### config.mk
export PLATFORM = sky130hd
export DESIGN_NAME = mem_arbiter
export DESIGN_NICKNAME = d
export VERILOG_FILES = /design/src/rtl/mem_arbiter.sv
export SDC_FILE = /design/constraint.sdc
export NUM_CORES = 1
export LEC_CHECK = 0
export ABC_AREA = 1
export BUFFER_PORTS_ARGS = -buffer_cell sky130_fd_sc_hd__clkbuf_2
export CAP_MARGIN = 5
export CORE_AREA = 5 5 128 130
export CTS_CLUSTER_SIZE = 20
export DETAILED_ROUTE_END_ITERATION = 10
export DIE_AREA = 0 0 133 135
export PLACE_DENSITY = 0.74
export SYNTH_ARGS = -nofsm -noshare
export SYNTH_HDL_FRONTEND = slang
export SYNTH_SLANG_ARGS = --single-unit
### constraint.sdc
create_clock -name clk -period 1.39 [get_ports clk]
set_input_delay 0.0695 -clock clk [delete_from_list [all_inputs] [get_ports clk]]
set_output_delay 0.0695 -clock clk [all_outputs]
set_load 0.02 [all_outputs]
### src/rtl/mem_arbiter.sv
// Round-robin arbiter sharing one external memory port between fetch and data requesters.
// One transaction is outstanding at a time; a watchdog turns a missing response into an error reply.
module mem_arbiter #(
  parameter int ADDR_WIDTH = 32,
  parameter int DATA_WIDTH = 32,
  parameter int STRB_WIDTH = 4,
  parameter int TIMEOUT    = 255
) (
  input  logic                  clk,
  input  logic                  rst,
  input  logic                  i_req,
  input  logic [ADDR_WIDTH-1:0] i_addr,
  output logic                  i_ready,
  output logic                  i_rvalid,
  output logic [DATA_WIDTH-1:0] i_rdata,
  output logic                  i_err,
  input  logic                  d_req,
  input  logic                  d_we,
  input  logic [ADDR_WIDTH-1:0] d_addr,
  input  logic [DATA_WIDTH-1:0] d_wdata,
  input  logic [STRB_WIDTH-1:0] d_strb,
  output logic                  d_ready,
  output logic                  d_rvalid,
  output logic [DATA_WIDTH-1:0] d_rdata,
  output logic                  d_err,
  output logic                  m_req_valid,
  input  logic                  m_req_ready,
  output logic                  m_we,
  output logic [ADDR_WIDTH-1:0] m_addr,
  output logic [DATA_WIDTH-1:0] m_wdata,
  output logic [STRB_WIDTH-1:0] m_strb,
  input  logic                  m_resp_valid,
  input  logic [DATA_WIDTH-1:0] m_rdata
);

  typedef enum logic [1:0] {IDLE, ISSUE, WAIT} state_t;

  localparam logic [7:0] CNT_LAST = 8'(TIMEOUT - 1);

  state_t                state;
  logic                  last_d;
  logic                  own_d;
  logic [7:0]            cnt;
  logic                  grant_i;
  logic                  grant_d;
  logic                  done;
  logic [DATA_WIDTH-1:0] resp_data;

  // On conflict the requester not granted last time wins.
  always_comb begin
    grant_i = (state == IDLE) && i_req && (!d_req || last_d);
    grant_d = (state == IDLE) && d_req && (!i_req || !last_d);
  end

  assign i_ready = grant_i;
  assign d_ready = grant_d;

  // Response or watchdog expiry: reply goes out on the following cycle.
  always_comb begin
    done      = (state == WAIT) && (m_resp_valid || cnt == CNT_LAST);
    resp_data = (m_resp_valid && !m_we) ? m_rdata : '0;
  end

  always_ff @(posedge clk) begin
    if (!rst) begin
      state       <= IDLE;
      last_d      <= 1'b1;
      own_d       <= 1'b0;
      cnt         <= '0;
      m_req_valid <= 1'b0;
      m_we        <= 1'b0;
      m_addr      <= '0;
      m_wdata     <= '0;
      m_strb      <= '0;
      i_rvalid    <= 1'b0;
      i_rdata     <= '0;
      i_err       <= 1'b0;
      d_rvalid    <= 1'b0;
      d_rdata     <= '0;
      d_err       <= 1'b0;
    end else begin
      i_rvalid <= 1'b0;
      d_rvalid <= 1'b0;
      case (state)
        IDLE: begin
          if (grant_i || grant_d) begin
            own_d       <= grant_d;
            last_d      <= grant_d;
            m_we        <= grant_d & d_we;
            m_addr      <= grant_d ? d_addr : i_addr;
            m_wdata     <= grant_d ? d_wdata : '0;
            m_strb      <= grant_d ? d_strb : '0;
            m_req_valid <= 1'b1;
            state       <= ISSUE;
          end
        end
        ISSUE: begin
          if (m_req_ready) begin
            cnt         <= '0;
            m_req_valid <= 1'b0;
            state       <= WAIT;
          end
        end
        WAIT: begin
          if (done) begin
            if (own_d) begin
              d_rvalid <= 1'b1;
              d_rdata  <= resp_data;
              d_err    <= !m_resp_valid;
            end else begin
              i_rvalid <= 1'b1;
              i_rdata  <= resp_data;
              i_err    <= !m_resp_valid;
            end
            state <= IDLE;
          end else begin
            cnt <= cnt + 8'd1;
          end
        end
        default: state <= IDLE;
      endcase
    end
  end

endmodule
==> flow_summary_export.csv <==
group,metric,value,unit
outcome,outcome,"finished with violations",
outcome,failed_checks,"negative setup slack",
timing,hold_ws,0.01955,ns
place,placed_cells,1292,
worst_setup_path,max_stage_delay,0.40,ns
logic_synthesis,synth_xor_area_share,0.1378,%
routing,avgRoutedWirePerCell,22.27,um
cells_and_area,nNetsFinal,1433,
floorplan,coreArea,15030,um^2
floorplan,start_util,42.27,%
place,dpl.hpwl,13860,um
routing,route.detailed.drc,0,
floorplan,die_area,17960,um^2
routing,detail_route.iter0.violations,915,
logic_synthesis,netlist_area,6355,um^2
cells_and_area,nFillCells,764,
floorplan,die-height,135,um
worst_setup_path,arrival,1.90,ns
worst_setup_path,critPathLaunch,"cnt[7]",
worst_setup_path,crit_top_cell,"nand2_4",
run,maxCapViolations,0,
worst_setup_path,rrSetupSlack,-0.23,ns
logic_synthesis,synth_top_area_share,47.25,%
logic_synthesis,synth_top_family_by_area,"simple AND/OR/NAND/NOR gates",
logic_synthesis,yosysWarnings,0,
logic_synthesis,yosys.area.top_type,"dfxtp_1",
logic_synthesis,synthCells,852,
logic_synthesis,avgSynthCellArea,7.459,um^2
cells_and_area,utilization,78.22,%
timing,fin_crit,1.621,ns
hold_path,holdCritPathClass,"input port to register",
hold_path,hold_depth,5,
clock_tree,cts_tree,"yes",
timing,finalHoldViolCount,0,
logic_synthesis,yosys_register_bits,150,
timing,fin_crit_sh,116.6,%
worst_setup_path,reg2regPathDepth,8,
power,powerDensity,1028,nW/um^2
global_route,grt-ovfl-total,0,
routing,vias,8778,
power,power.leakage,5.353,nW
place,port_buffers,278,
routing,postRouteAntennaNets,0,
logic_synthesis,synth_compound_area_share,13.19,%
logic_synthesis,seq_area_frac_synth,47.25,%
cells_and_area,final_common_cell,"clkbuf_2",
worst_setup_path,r2r-start,"cnt[7]",
worst_setup_path,worstSetupPathType,"register to register",
timing,rsz0062_at_grt,"true",
worst_setup_path,worstPathMaxFanout,7,
power,total_power,12.08,mW
logic_synthesis,synthMuxAreaShare,0,%
clock_tree,clockBufferDepth,2,
clock_tree,clock_latency,0.43,ns
clock_tree,path_clk_slew,0.06,ns
global_route,grt_pass1_vias,7640,
logic_synthesis,synth-simple-area-share,27.62,%
routing,dr.pass1.iters,5,
floorplan,io_pins,279,
routing,drt-total-wl,33300,um
clock_tree,h-tree-depth,4,
worst_setup_path,cp-start-kind,"register",
global_route,antenna_found_initial,2,
timing,fin_worst_skew,0.01434,ns
cells_and_area,instances_no_fill,1495,
cells_and_area,layout_common_cells,"clkbuf_2, dfxtp_1, nand2_1, dlygate4sd3_1, inv_1",
worst_setup_path,cp-end-kind,"register",
hold_path,worst_hold_path.endpoint,"i_rdata[8]",
hold_path,min_from,"m_rdata[8]",
timing,slew_headroom,58.25,%
timing,setup_tns,-13.18,ns
cells_and_area,post_route_cells_drive_above_1_share,46.59,%
timing,setup_ws,-0.2311,ns
timing,worst_slew_pin_slew,0.6262,ns
worst_setup_path,r2r-end,"d_rdata[13]",
worst_setup_path,cp.required,1.66,ns
timing,setup_viol,117,
logic_synthesis,synthAdderAreaFrac,0.3938,%
floorplan,dieWidth,133,um
cells_and_area,syn_to_final_growth,85.04,%
global_route,grt_pass1_wl,38720,um
logic_synthesis,yosys-top-cells-area,"dfxtp_1, nand2_1, a21oi_1",
clock_tree,cts_sinks,150,
logic_synthesis,syn_nets,993,
global_route,grt_max_degree,71,
global_route,grt_use_total,26.40,%
timing,timing.fmax,616.9,MHz
logic_synthesis,yosysUniqueCellTypes,26,
clock_tree,numCtsBuffers,17,
place,gp_congestion,0.8107,
floorplan,core.rowCount,45,
timing,drv_slew,0,
worst_setup_path,slowest_stage,"dfxtp_1",
routing,viasPerCell,5.872,
power,peakVddDrop,762.5,uV
worst_setup_path,worstPathCellList,"nand2_1 > nor2_4 > nand2_4 > nand2_8 > nand3_4 > clkbuf_16 > nand2_4 > a21oi_2",
clock_tree,root_buffer,"clkbuf_16",
where the power goes:
part / internal (mW) / leakage, nW / switching [mW]
clock network: 2.43 / 0.271 / 2.03
registers: 4.51 / 1.22 / 0.166
logic: 1.29 / 3.86 / 1.66
layer usage:
layer,vias to the layer above,share of wire (%),global-route usage (%)
met5,-,0,0
met4,0,7.4,13.97
met3,204,11,8.234
met2,790,49,44.24
met1,4065,33,30.22
li1,3719,-,-
logic make-up after synthesis:
logic type | Yosys count
compound gates | 151
xor+xnor | 1
fa+ha+maj | 2
buf+inv | 150
flops | 150
simple gates | 398
registers in the layout, indices dropped and copies added (netlist names), 2 cells and up:
name     cells
d_rdata     32
i_rdata     32
m_addr      32
m_wdata     32
cnt          8
m_strb       4
state        2
worst max-delay path by stage:
stage	to	slack, ns	depth (start not counted)
after floorplan	cnt[6]	0.00009	10
after global placement	cnt[1]	-0.18	10
after detailed placement	cnt[4]	-0.28	10
after CTS	cnt[4]	-0.09	10
after global routing	d_rdata[14]	-0.26	8
final	d_rdata[13]	-0.23	8
cell usage after synthesis:
cell / count
nand2_1: 229
dfxtp_1: 150
a21oi_1: 111
inv_1: 77
nand4_1: 66
nor2_1: 53
nand3_1: 38
buf_2: 32
o211ai_1: 32
clkbuf_1: 28
buf_12: 7
o21ai_0: 6
inv_2: 4
nand3_2: 3
nor3_1: 3
ha_1: 2
nand2_2: 2
buf_6: 1
clkinv_1: 1
nand2_4: 1
nand3b_1: 1
nor2_4: 1
o21ai_1: 1
o21bai_1: 1
or2_1: 1
xor2_1: 1
area by class of cell:
class	instances	area, um^2	area share (%)
timing repair buffer	488	4001	34.03
multi-input combinational	553	3622	30.80
sequential	150	3014	25.63
clock buffer	19	452.9	3.852
inverter	82	316.6	2.692
tap	188	235.2	2.000
clock inverter	13	111.4	0.9470
antenna	2	5.005	0.04256
stage by stage:
| step | cell area (um^2) | worst slack (ns) |
|---|---|---|
| after floorplan | 6355 | 0.00008782 |
| after global placement | 8030 | -0.1766 |
| after detailed placement | 8030 | -0.2805 |
| after CTS | 10080 | -0.08775 |
| after global routing | 11760 | -0.2642 |
| final | 11760 | -0.2311 |
worst max-delay path, delay by kind of cell, from the launching register on:
kind                   cells  cell delay (ns)
buffers and inverters      1             0.25
and+or+nand+nor            6             0.78
DFF                        1             0.40
AOI/OAI and AO/OA          1             0.05
timing repair:
action                                  CTS  global route
pin swaps                                 6            47
setup buffers                             8            21
hold endpoints to repair                105             0
hold buffers                            117             0
endpoints found under the setup margin   87           148
cloned                                    2            23
resized for setup                        58           264
Power figures use the tool's default switching activity.
